## src/rtl/traffic_light_sched.sv

```systemverilog
// traffic_light_sched: prescaled phase scheduler for a two-way intersection with pedestrian WALK insertion
// Ports: clk/reset (sync, active-high), ena freezes prescaler and timer,
//   tick_div prescaler period, *_dur phase lengths in ticks, ped_req request in;
//   ped_ack pending request, main/side_lights {r,y,g}, walk lamp, phase = state, tick strobe out.
module traffic_light_sched #(
  parameter int DUR_W      = 7,
  parameter int ALLRED_DUR = 1,
  parameter int WALK_DUR   = 4
) (
  input  logic             clk,
  input  logic             reset,
  input  logic             ena,
  input  logic [7:0]       tick_div,
  input  logic [DUR_W-1:0] main_green_dur,
  input  logic [DUR_W-1:0] side_green_dur,
  input  logic [DUR_W-1:0] yellow_dur,
  input  logic             ped_req,
  output logic             ped_ack,
  output logic [2:0]       main_lights,
  output logic [2:0]       side_lights,
  output logic             walk,
  output logic [2:0]       phase,
  output logic             tick
);
  typedef enum logic [2:0] {
    MAIN_GREEN  = 3'd0,
    MAIN_YELLOW = 3'd1,
    ALLRED_A    = 3'd2,
    SIDE_GREEN  = 3'd3,
    SIDE_YELLOW = 3'd4,
    ALLRED_B    = 3'd5,
    WALK        = 3'd6
  } state_t;

  localparam logic [DUR_W-1:0] ALLRED_LD = (ALLRED_DUR == 0) ? DUR_W'(1) : DUR_W'(ALLRED_DUR);
  localparam logic [DUR_W-1:0] WALK_LD   = (WALK_DUR == 0) ? DUR_W'(1) : DUR_W'(WALK_DUR);

  logic [7:0]       r_cnt;
  logic [7:0]       w_p;
  state_t           r_state;
  state_t           w_next;
  logic [DUR_W-1:0] r_timer;
  logic [DUR_W-1:0] w_dur;
  logic             w_adv;
  logic             w_illegal;

  function automatic logic [DUR_W-1:0] ld(input logic [DUR_W-1:0] d);
    return (d == '0) ? DUR_W'(1) : d;
  endfunction

  // >= rather than == so shrinking tick_div mid-count fires at once instead of wrapping
  always_comb begin
    w_p       = (tick_div == 8'd0) ? 8'd1 : tick_div;
    tick      = ena && (r_cnt >= w_p - 8'd1);
    w_adv     = tick && (r_timer == DUR_W'(1));
    w_illegal = (r_state == state_t'(3'd7));
  end

  always_comb begin
    w_next = r_state;
    w_dur  = r_timer;
    case (r_state)
      MAIN_GREEN:  begin w_next = MAIN_YELLOW; w_dur = ld(yellow_dur);     end
      MAIN_YELLOW: begin w_next = ALLRED_A;    w_dur = ALLRED_LD;          end
      ALLRED_A:    begin w_next = SIDE_GREEN;  w_dur = ld(side_green_dur); end
      SIDE_GREEN:  begin w_next = SIDE_YELLOW; w_dur = ld(yellow_dur);     end
      SIDE_YELLOW: begin w_next = ALLRED_B;    w_dur = ALLRED_LD;          end
      ALLRED_B:    begin
        w_next = ped_ack ? WALK : MAIN_GREEN;
        w_dur  = ped_ack ? WALK_LD : ld(main_green_dur);
      end
      WALK:        begin w_next = MAIN_GREEN;  w_dur = ld(main_green_dur); end
      default:     begin w_next = ALLRED_B;    w_dur = ALLRED_LD;          end
    endcase
  end

  always_ff @(posedge clk) begin
    if (reset) begin
      r_cnt   <= 8'd0;
      r_state <= ALLRED_B;
      r_timer <= ALLRED_LD;
    end else begin
      if (ena) r_cnt <= tick ? 8'd0 : r_cnt + 8'd1;
      if (w_illegal || w_adv) begin
        r_state <= w_next;
        r_timer <= w_dur;
      end else if (tick) begin
        r_timer <= r_timer - DUR_W'(1);
      end
    end
  end

  // clearing on WALK entry takes priority over a simultaneous request
  always_ff @(posedge clk) begin
    if (reset) begin
      ped_ack     <= 1'b0;
      main_lights <= 3'b100;
      side_lights <= 3'b100;
      walk        <= 1'b0;
    end else begin
      ped_ack     <= (w_adv && r_state == ALLRED_B && ped_ack) ? 1'b0 :
                     (ped_req && r_state != WALK) ? 1'b1 : ped_ack;
      main_lights <= (r_state == MAIN_GREEN) ? 3'b001 : (r_state == MAIN_YELLOW) ? 3'b010 : 3'b100;
      side_lights <= (r_state == SIDE_GREEN) ? 3'b001 : (r_state == SIDE_YELLOW) ? 3'b010 : 3'b100;
      walk        <= (r_state == WALK);
    end
  end

  assign phase = r_state;
endmodule
```

## config.mk

```make
export PLATFORM = sky130hd
export DESIGN_NAME = traffic_light_sched
export DESIGN_NICKNAME = d
export VERILOG_FILES = /design/src/rtl/traffic_light_sched.sv
export SDC_FILE = /design/constraint.sdc
export NUM_CORES = 1
export LEC_CHECK = 0
export CORE_UTILIZATION = 53
export CTS_CLUSTER_DIAMETER = 100
export DETAILED_ROUTE_END_ITERATION = 7
export GPL_ROUTABILITY_DRIVEN = 0
export PLACE_DENSITY_LB_ADDON = 0.12
export SLEW_MARGIN = 0
export SYNTH_ARGS = -nofsm -noshare
export SYNTH_HDL_FRONTEND = slang
export SYNTH_SLANG_ARGS = --single-unit
```

## constraint.sdc

```tcl
create_clock -name clk -period 9 [get_ports clk]
set_input_delay 0.9 -clock clk [delete_from_list [all_inputs] [get_ports clk]]
set_output_delay 0.9 -clock clk [all_outputs]
set_load 0.02 [all_outputs]
```

### Word level (Yosys, flattened, before mapping)

Cells that the tools add are included.

| storage, ports and cells | value |
|---|---|
| register bits | 26 |
| output and inout port bits | 12 |
| bits of input ports | 33 |
| logic and storage cells | 53 |

| operators by class | value |
|---|---|
| reduce and logical (&&, ||, !) cells | 16 |
| equal/unequal tests | 9 |
| add/sub/neg operators | 3 |
| muxes and demuxes | 15 |
| $lt $le $gt $ge | 1 |

Operators by type and width:

| kind | count |
|---|---|
| 7-bit two-way mux | 6 |
| 7-bit case mux with 4 select lines | 1 |
| 7-bit zero test | 3 |
| 3-bit case mux with 6 select lines | 1 |
| 8-bit two-way mux | 2 |
| 3-bit two-way mux | 5 |
| 3-bit equality test (second input constant) | 4 |
| 8-bit by 1-bit adder with 8-bit output (second input constant) | 1 |
| 8-bit >= comparator | 1 |
| 8-bit zero test | 1 |
| 2-bit OR reduction | 4 |
| 8-bit by 1-bit subtractor with 8-bit output (second input constant) | 1 |
| 7-bit by 1-bit equality test with 1-bit output (second input constant) | 1 |
| 7-bit by 1-bit subtractor with 7-bit output (second input constant) | 1 |
| 3-bit by 2-bit equality test with 1-bit output (second input constant) | 2 |
| 1-bit logical AND | 5 |
| 3-bit by 1-bit equality test with 1-bit output (second input constant) | 1 |
| 3-bit zero test | 1 |
| 3-bit != test (second input constant) | 1 |
| 2-bit nonzero test | 1 |
| 1-bit logical OR | 1 |

### Logic depth before layout (Yosys ltp)

Gate-level depths: netlist of the first run.

| logic depth | value |
|---|---|
| word-level depth | 9 |
| gate-level depth with buffers | 17 |
| depth with buffers taken out | 16 |

### Worst setup path before layout of the first run

No wires, ideal clock.

| timing path | value |
|---|---|
| path type | input -> output |
| start point | input port tick_div[3] |
| end point | output port tick |
| stages | 13 |
| arrival | 3482 ps |
| buffers on the path | 1 |
| path slack | 4618 ps |
| required time | 8100 ps |
| path through | or4_1 > or3_1 > nor2_1 > nor2_1 > ha_1 > xnor2_1 > ha_1 > and3_1 > o21ai_0 > a311o_1 > and2_1 > buf_4 > inv_2 |

| between the ends | value |
|---|---|
| cells in the longest elaborated chain, start to end | 5 |

Ends and longest elaborated chain:

| element | line | RTL |
|---|---|---|
| start, declared | 13 | `input logic [7:0] tick_div,` |
| 8-bit zero test | 53 | `w_p = (tick_div == 8'd0) ? 8'd1 : tick_div;` |
| 8-bit two-way mux (*) | 53 |  |
| 8-bit by 1-bit subtractor with 8-bit output (*) | 54 | `tick = ena && (r_cnt >= w_p - 8'd1);` |
| 8-bit >= comparator (*) | 54 |  |
| 1-bit logical AND (*) | 54 |  |
| end, declared | 23 | `output logic tick` |

Every way passes the cells marked *; elsewhere a longest branch is shown, timed or not.

### Worst setup path in the final report of the first run

Ends and elaborated chain as after synthesis.

==> results.md, run 1 <==
- Syn. warnings: 0
- WS Path Type: in2out
- Die W: 60.7 um
- Initial DRT Pass Iterations: 4
- Tcrit/Tclk final: 0.630
- Placement Rows: 20
- Synth Register Bits: 26
- DRT iter0 DRCs: approximately 120
- Simple-Gate Fraction of Synth Area: 0.279
- FFs w/ async S/R, synth: 0
- HPWL after DPL: about 3300 um
- Core area: between 3000 and 4000 um^2
- CTS tree: yes
- Tot GR Track Use: 0.268
- Post-Syn Instances: between 200 and 250
- Area taken by multi-input logic gates: 1200 um^2
- Post-synth EDFFs: 0
- Register area share after synthesis: 0.286
- Synth Area in Adders: 0.0824
- Layout overhead on the synthesized area: 25.4%
- VDD IR-drop max: 84.8 uV
- Mux cell area share after synthesis: 0.0494
- IO Port Bufs: between 40 and 50
- Synth Area in XOR/XNOR: 0.0625
- Hold path startpoint: r_timer[6]$_SDFFE_PP0P_
- Final worst slack: 3.33 ns
- Final setup violation count: 0
- RR Startpoint: phase[1]$_SDFFE_PP0N_
- Die area: around 3700 um^2
- Fin. max-slew vios: 0
- ANT cells: 0
- Critical-path maximum fanout: 9
- TNS Setup: 0 ns
- CP required: 8.10 ns
- Antenna violations before repair: 0
- Vias in the first global route: 1,715
- Transition time of the tightest slew-check pin: roughly 0.84 ns
- Residual DRC: 0
- Final #Nets: 313
- Post-CTS sizing: 0
- Ports: 45
- Largest net degree at the start of global routing: 24
- H-tree depth: 1
- WL final: between 4000 and 5000 um
- Pwr/cell area: about 100 nW/um^2
- Routed Antenna Nets: 0
- Mapped Area: 1820 um^2
- Maximum buffer depth of the clock tree: 2
- WHS: slightly above 0.5 ns
- Crit. End Element: output pin
- Clk slew on worst S/H paths: around 0.14 ns
- Critical path startpoint: tick_div[3]
- Status: finished, final reports clean
- Mean Syn Cell Area: roughly 8 um^2
- Vias per cell: a little under 6
- First-pass GRT wire length: between 7000 and 8000 um
- Max Cap Violations: 0
- Via count: about 1,800
- Initial Util: 0.578
- Fill cell count: about 280
- Compound-Gate Fraction of Synth Area: 0.185
- Root Buffer: clkbuf_4
- Reg area: approximately 520 um^2
- RSZ-0062 raised after global routing: false
- Total CTS buffers: 3
- Relative slew slack: 0.440
- Arr. time, crit path: ~4.8 ns
- Num Clock Sinks: 26
- DP Worst Slack: roughly 3.4 ns
- Skew-Pair Late Insertion Delay: about 0.32 ns
- Syn nets: 276
- Critical path launch point type: primary input
- Pleak: between 0.8 and 0.9 nW
- Post-synth cell types: a little over 50
- DR WL/cell: 14.1 um
- Post-CTS Hold Fix Bufs: 0
- Final Hold Viols: 0
- DIE HEIGHT: 60.7 um
- Post-CTS setup buffers: 0
- Min Tclk post-route: about 5.7 ns
- Worst hold path class: reg2reg
- Share of layout cells above drive strength 1: 0.0300
- Maximum clock skew at final layout: ~0.0052 ns
- Main synth FF type: dfxtp_1
- Global route total overflow: 0
- Max Clk Rate: 176 MHz
- Largest family of logic cells by synthesized area: simple AND/OR/NAND/NOR gates
-- cell usage after synthesis (2+ instances only) --
master    instances  area [um^2]
and3_1            2         12.5
or4_1             2         15.0
nand4_1           3         18.8
xor2_1            7         61.3
xnor2_1           6         52.6
or3_1             2         12.5
buf_2             4         20.0
inv_1             8         30.0
nor4_1            6         37.5
a21o_1            2         15.0
dfxtp_1          26          521
clkbuf_1          5         18.8
nand2_1          19         71.3
o21ai_1           2         10.0
o211ai_1          3         22.5
and2_1            2         12.5
ha_1             12          150
a31oi_1           3         18.8
o21ai_0           8         40.0
nor3_1            9         45.0
o22ai_1           2         12.5
nor4b_1           2         17.5
a311o_1           2         20.0
nand3_1           6         30.0
a21oi_1          16         80.1
nand4b_1          2         17.5
mux2i_1           9         90.1
nor2_1           28          105
nor2b_1           2         12.5
buf_6             2         22.5
nand2b_1          9         56.3
-- layout by cell type (no fill, tap or decap), drive strengths merged, types with 7 or more instances in the layout --
master         netlist  layout
a21oi               16      16
nor3                 9       9
nor2                28      28
dfxtp               26      26
o21ai               11      11
nand2b               9       9
ha                  12      12
mux2i                9       9
nand2               19      19
xor2                 7       7
clkdlybuf4s50        0      44
inv                  9       9
-- sequential cells by signal, summed over array words and instances (netlist names) --
| name | flops |
|---|---|
| main_lights | 3 |
| ped_ack | 1 |
| phase | 3 |
| r_cnt | 8 |
| r_timer | 7 |
| side_lights | 3 |
| walk | 1 |
-- through the flow --
step	instance area, um^2	cells	utilization	total power, mW
6_report	2290	311	0.725	0.236
5_1_grt	2290	311	0.725	0.249
4_1_cts	2290	311	0.725	0.236
3_5_place_dp	2250	307	0.713	0.177
3_3_place_gp	2250	307	0.713	0.176
2_1_floorplan	1820	231	-	0.153
-- cells by family after synthesis --
group,after synthesis
AND/OR/NAND/NOR,99
XOR/XNOR,13
flip-flops,26
buffers and inverters,21
AO/OA/AOI/OAI,51
multiplexers,9
adder cells (fa/ha/maj),12
-- worst max-delay path, cell delays in order --
cell and delay (ns):
clkdlybuf4s50_1 0.49, or4_1 0.57, or3_1 0.34, nor2_1 0.09, nor2_1 0.06, ha_1 0.21
xnor2_1 0.15, ha_1 0.31, and3_1 0.15, o21ai_0 0.08, a311o_1 0.39, and2_1 0.27
inv_2 0.15, clkdlybuf4s50_1 0.62
-- per-layer routing --
| layer | global-route usage | vias to the layer above | part of all wire |
|---|---|---|---|
| li1 | - | 915 | - |
| met1 | 0.349 | 828 | 0.47 |
| met3 | 0.0661 | 10 | 0.049 |
| met4 | 0.0877 | 0 | 0.015 |
| met2 | 0.436 | 56 | 0.47 |
| met5 | 0 | - | 0 |
-- layout make-up --
| class | count | area share |
|---|---|---|
| clock buffers | 4 | 0.0159 |
| inverters | 9 | 0.0148 |
| multi-input cells | 184 | 0.525 |
| flip-flops and latches | 26 | 0.228 |
| well taps | 44 | 0.0241 |
| repair buffers | 44 | 0.193 |
-- where the power goes --
group          total, mW  internal [mW]  switching, mW
clock network     0.0602         0.0247         0.0354
registers          0.121          0.117        0.00313
logic             0.0556         0.0282         0.0274
-- worst paths after layout --
path	cells after the start	slack, ns	end
setup / recovery	14	3.33	tick
hold reg to reg	2	0.50	r_timer[6]$_SDFFE_PP0P_
hold / removal	2	0.50	r_timer[6]$_SDFFE_PP0P_
setup reg to reg	6	6.64	r_timer[0]$_SDFFE_PP1P_
Power figures use the tool's default switching activity.
==> inputs of run 2 (changes only) <==
- CORE_UTILIZATION: 53 -> 45
- clock period: 9 -> 5 ns (I/O delays scaled with it)
==> run 2 against run 1 <==
  * Non-clock buffer count increased by 1
  * Worst hold slack about the same
  * Routed wire length decreased by 6.5%
  * Core utilization decreased by 11 points
  * Register-to-register slack got worse by 4.0 ns
  * Critical endpoint unchanged
  * Setup slack got worse by 3.0 ns
  * Final area increased by 2.1%
  * Largest cell class unchanged
  * Sequential power increased by 79%
  * Combinational power increased by 76%
  * Cell count increased by 1.6%
  * Critical path depth unchanged
  * First-iteration DRC count decreased by 13%
  * Critical path type unchanged
==> results.md, run 2 (same netlist as run 1, synthesis figures left out) <==
- Transition time of the tightest slew-check pin: 0.827 ns
- Register share of total power: 0.445
- Via count: 1,750
- Post-CTS Hold Fix Bufs: 0
- Commonest non-fill, non-tap cell in the layout: clkdlybuf4s50_1
- P_int: roughly 370 uW
- Layout overhead on the synthesized area: 28.0%
- Final instance area: around 2300 um^2
- RSZ-0062 raised after global routing: false
- Most frequent cells in the layout: clkdlybuf4s50_1 (44), nor2_1 (28), dfxtp_1 (26), nand2_1 (19), a21oi_1 (16)
- Worst path max stage delay: ~0.61 ns
- H-tree depth: 1
- Max Cap Violations: 0
- Share of layout cells above drive strength 1: 0.0336
- Post-place instance area: about 2300 um^2
- Vias in the first global route: ~1,500
- Maximum clock skew at final layout: between 0.003 and 0.004 ns
- Crit. End Element: output pin
- Relative slew slack: 0.448
- Die area: ~4300 um^2
- Pwr/cell area: roughly 210 nW/um^2
- Sw Pwr: between 100 and 150 uW
- Fin. max-slew vios: 0
- Ports: 45
- Initial DRT Pass Iterations: 4
- Comb pwr share: 0.201
- Antenna violations before repair: 0
- Slowest stage cell, crit path: clkdlybuf4s50_1
- Critical-path maximum fanout: 5
- WS Path Type: in2out
- Worst hold path class: reg2reg
- Total CTS buffers: 3
- Top reg by flops: r_cnt
- Die W: about 66 um
- Fill cell count: ~340
- DRT iter0 DRCs: between 100 and 150
- Placement Rows: 22
- Min Tclk post-route: between 4 and 5 ns
- Share of total power in the clock network: 0.354
- Final Hold Viols: 0
- Largest net degree at the start of global routing: 24
- ANT cells: 0
- Status: finished, final reports clean
- First-pass GRT wire length: 6710 um
- DR WL/cell: 12.9 um
- Arr. time, crit path: around 4.2 ns
- Tot Pwr: 486 uW
- Non-filler instance count after layout: between 300 and 400
- Num Clock Sinks: 26
- Tcrit/Tclk final: 0.937
- Root Buffer: clkbuf_8
- Biggest regs: r_cnt x8, r_timer x7
- Routed Antenna Nets: 0
- HPWL after DPL: just over 3000 um
- VDD IR-drop max: 143 uV
- RR Startpoint: phase[1]$_SDFFE_PP0N_
- Global route total overflow: 0
- Vias per cell: approximately 5.5
- Hold path startpoint: r_timer[3]$_SDFFE_PP0P_
- TNS Setup: 0 ns
- Post-CTS setup buffers: 0
- Final #Nets: 314
- Tot GR Track Use: 0.199
- Placed Cells: 312
- CTS tree: yes
- CP top delay family: simple AND/OR/NAND/NOR gates
- DIE HEIGHT: between 60 and 70 um
- Switching share of power: 0.242
- Critical path launch point type: primary input
- Critical path startpoint: tick_div[3]
- Critical path cell sequence: clkdlybuf4s50_1 > or4_1 > or3_1 > nor2_1 > nor2_1 > ha_1 > xnor2_1 > ha_1 > and3_1 > o21ai_0 > a311o_1 > and2_1 > inv_2 > clkdlybuf4s50_1
- Clk slew on worst S/H paths: 0.09 ns
- Maximum buffer depth of the clock tree: 2
- Post-CTS sizing: 0
- Initial Util: 0.483
- Worst Path Buf+Inv: 3
- Core area: between 3000 and 4000 um^2
- Max Clk Rate: around 210 MHz
- Residual DRC: 0
- Final setup violation count: 0
- WL final: between 4000 and 5000 um
- CP required: roughly 4.5 ns
- IO Port Bufs: 44
- Largest register FFs: 8
- Skew-Pair Late Insertion Delay: about 0.27 ns
- Pleak: slightly below 0.9 nW
==> run 2: changes by cell type in the layout (fill, tap and decap cells not counted), sizes merged <==
cell	previous run	this run
buf	0	1
clkbuf	4	3
bufinv	0	1
==> run 2: cell type report <==
cell class / count / area (um^2) / area share
Tap cell: 48 / 60.1 / 0.0257
Clock buffer: 3 / 41.3 / 0.0177
Clock inverter: 1 / 30.0 / 0.0129
Multi-Input combinational cell: 184 / 1200 / 0.514
Inverter: 9 / 33.8 / 0.0145
Timing Repair Buffer: 45 / 448 / 0.192
Sequential cell: 26 / 520 / 0.223
==> run 2: through the flow <==
step / setup slack [ns] / util / hold WS (ns)
after floorplan: 1.42 / - / 0.460
after global placement: 0.385 / 0.600 / 0.480
after detailed placement: 0.337 / 0.600 / 0.492
after CTS: 0.308 / 0.619 / 0.502
after global routing: 0.134 / 0.619 / 0.528
final: 0.317 / 0.619 / 0.505
==> run 2: worst register-to-register path: cells and delay by family (launching register included) <==
kind,cells,cell delay [ns]
DFF,1,0.87
and+or+nand+nor,2,0.84
AOI/OAI and AO/OA,4,0.58
==> run 2: path summary, 6_finish.rpt <==
path | end | slack (ns) | depth (start not counted)
min | r_timer[3]$_SDFFE_PP0P_ | 0.50 | 2
min reg2reg | r_timer[3]$_SDFFE_PP0P_ | 0.50 | 2
max reg2reg | r_timer[0]$_SDFFE_PP1P_ | 2.60 | 6
max | tick | 0.32 | 14
==> run 2: power by group through the flow <==
stage	logic, mW	clock network, mW	registers, mW
after floorplan	0.0544	0	0.220
after global placement	0.0963	0	0.221
after detailed placement	0.0967	0	0.221
after CTS	0.0975	0.177	0.216
after global routing	0.109	0.189	0.217
final	0.0976	0.172	0.216
==> run 2: routing by layer <==
layer  vias to the layer above  global-route usage  share of wire
li1                        916                   -              -
met1                       799               0.265           0.49
met2                        33               0.328           0.47
met3                         2              0.0347          0.034
met4                         0              0.0489         0.0066
met5                         -                   0              0
==> inputs of run 3 (changes only) <==
- CORE_ASPECT_RATIO: not set -> 1.2
==> run 3 against run 2 <==
  * Clock-buffer cell count is the same
  * Maximum frequency is 0.72% higher
  * Register-to-register slack improved by 0.10 ns
  * Non-clock buffer count unchanged
  * Global-route usage shrank 0.31 points
  * Setup slack better by 0.033 ns
  * Final area is 0.32% higher
  * First-iteration DRC count decreased by 46%
  * Sequential cell count is the same
  * Critical path depth unchanged
  * Largest cell class unchanged
  * Highest routed layer unchanged
==> results.md, run 3 (same netlist as run 1, synthesis figures left out) <==
- Routed Antenna Nets: 0
- Critical path cell sequence: clkdlybuf4s50_1 > or4_1 > or3_1 > nor2_1 > nor2_1 > ha_1 > xnor2_1 > ha_1 > and3_1 > o21ai_0 > a311o_1 > and2_1 > inv_2 > clkdlybuf4s50_1
- DIE HEIGHT: a little over 70 um
- Worst hold path class: reg2reg
- Max Clk Rate: about 220 MHz
- Final Hold Viols: 0
- Crit. End Element: output pin
- Post-CTS setup buffers: 0
- Skew-Pair Late Insertion Delay: about 0.27 ns
- RSZ-0062 raised after global routing: false
- Root Buffer: clkbuf_8
- H-tree depth: 1
- VDD IR-drop max: around 110 uV
- Clk slew on worst S/H paths: around 0.10 ns
- Residual DRC: 0
- Post-CTS Hold Fix Bufs: 0
- CP required: approximately 4.5 ns
- Final #Nets: 314
- Ports: 45
- Arr. time, crit path: 4.15 ns
- HPWL after DPL: roughly 3100 um
- Relative slew slack: 0.455
- Maximum buffer depth of the clock tree: 2
- Largest register FFs: 8
- Worst path max stage delay: slightly above 0.6 ns
- Most frequent cells in the layout: clkdlybuf4s50_1 (44), nor2_1 (28), dfxtp_1 (26), nand2_1 (19), a21oi_1 (16)
- Fin. max-slew vios: 0
- Critical-path maximum fanout: 5
- Pleak: ~0.86 nW
- Tcrit/Tclk final: 0.930
- WS Path Type: in2out
- Core area: about 4000 um^2
- Tot GR Track Use: 0.196
- Post-CTS sizing: 0
- TNS Setup: 0 ns
- Transition time of the tightest slew-check pin: around 0.8 ns
- CTS tree: yes
- Placement Rows: 25
- Initial Util: 0.466
- Max Cap Violations: 0
- WL final: 3990 um
- Fill cell count: 380
- Slowest stage cell, crit path: clkdlybuf4s50_1
- WHS: between 0.4 and 0.5 ns
- DRT iter0 DRCs: 55
- Global route total overflow: 0
- Largest net degree at the start of global routing: 24
- Pwr/cell area: 208 nW/um^2
- Vias per cell: approximately 5.5
- Via count: approximately 1,800
- Reg2Reg Setup Slack: about 2.7 ns
- Biggest regs: r_cnt x8, r_timer x7
- Layout overhead on the synthesized area: 28.4%
- Antenna violations before repair: 0
- Initial DRT Pass Iterations: 4
- Total CTS buffers: 3
- Share of layout cells above drive strength 1: 0.0336
- Maximum clock skew at final layout: between 0.01 and 0.015 ns
- Top reg by flops: r_cnt
- First-pass GRT wire length: 6700 um
- Status: finished, final reports clean
- Min Tclk post-route: around 4.6 ns
- Final setup violation count: 0
- Commonest non-fill, non-tap cell in the layout: clkdlybuf4s50_1
- Vias in the first global route: between 1,500 and 2,000
- Die W: ~60 um
- DR WL/cell: ~12 um
- Critical path launch point type: primary input
- Die area: between 4000 and 5000 um^2
- Num Clock Sinks: 26
- IO Port Bufs: 44
- ANT cells: 0
run 3: power breakdown:
part           total, mW  switching (mW)  internal, mW
Sequential         0.216         0.00552         0.211
Combinational     0.0970          0.0465        0.0505
Clock              0.174          0.0670         0.107
run 3: area by class of cell:
type | instances | area, um^2 | share of cell area
Sequential cell | 26 | 520 | 0.222
Inverter | 9 | 33.8 | 0.0144
Tap cell | 54 | 67.6 | 0.0289
Clock inverter | 1 | 30.0 | 0.0128
Multi-Input combinational cell | 184 | 1200 | 0.513
Timing Repair Buffer | 45 | 448 | 0.191
Clock buffer | 3 | 41.3 | 0.0176
run 3: routing by layer:
metal  part of all wire  global-route usage
met5                  0                   0
met4              0.014              0.0491
met3              0.030              0.0253
met2               0.49               0.346
met1               0.46               0.244
run 3: worst max-delay path: cells and delay by family:
family                   cells  cell delay (ns)
AND/OR/NAND/NOR              6             1.40
XOR/XNOR                     1             0.13
adder cells (fa/ha/maj)      2             0.49
buffers and inverters        3             1.19
AO/OA/AOI/OAI                2             0.45
run 3: worst paths after layout:
kind                      startpoint                 endpoint  cells past startpoint
max reg2reg    phase[1]$_SDFFE_PP0N_  r_timer[0]$_SDFFE_PP1P_                      6
max                      tick_div[3]                     tick                     14
min          r_timer[3]$_SDFFE_PP0P_  r_timer[3]$_SDFFE_PP0P_                      2
min reg2reg  r_timer[3]$_SDFFE_PP0P_  r_timer[3]$_SDFFE_PP0P_                      2
run 3: per-stage QoR:
stage	util	setup WS, ns	power [mW]	area, um^2	std cells
floorplan	-	1.42	0.275	1820	231
global placement	0.580	0.383	0.317	2270	318
detailed placement	0.580	0.347	0.318	2270	318
CTS	0.599	0.328	0.492	2340	322
global route	0.599	0.190	0.511	2340	322
finish	0.599	0.350	0.488	2340	322
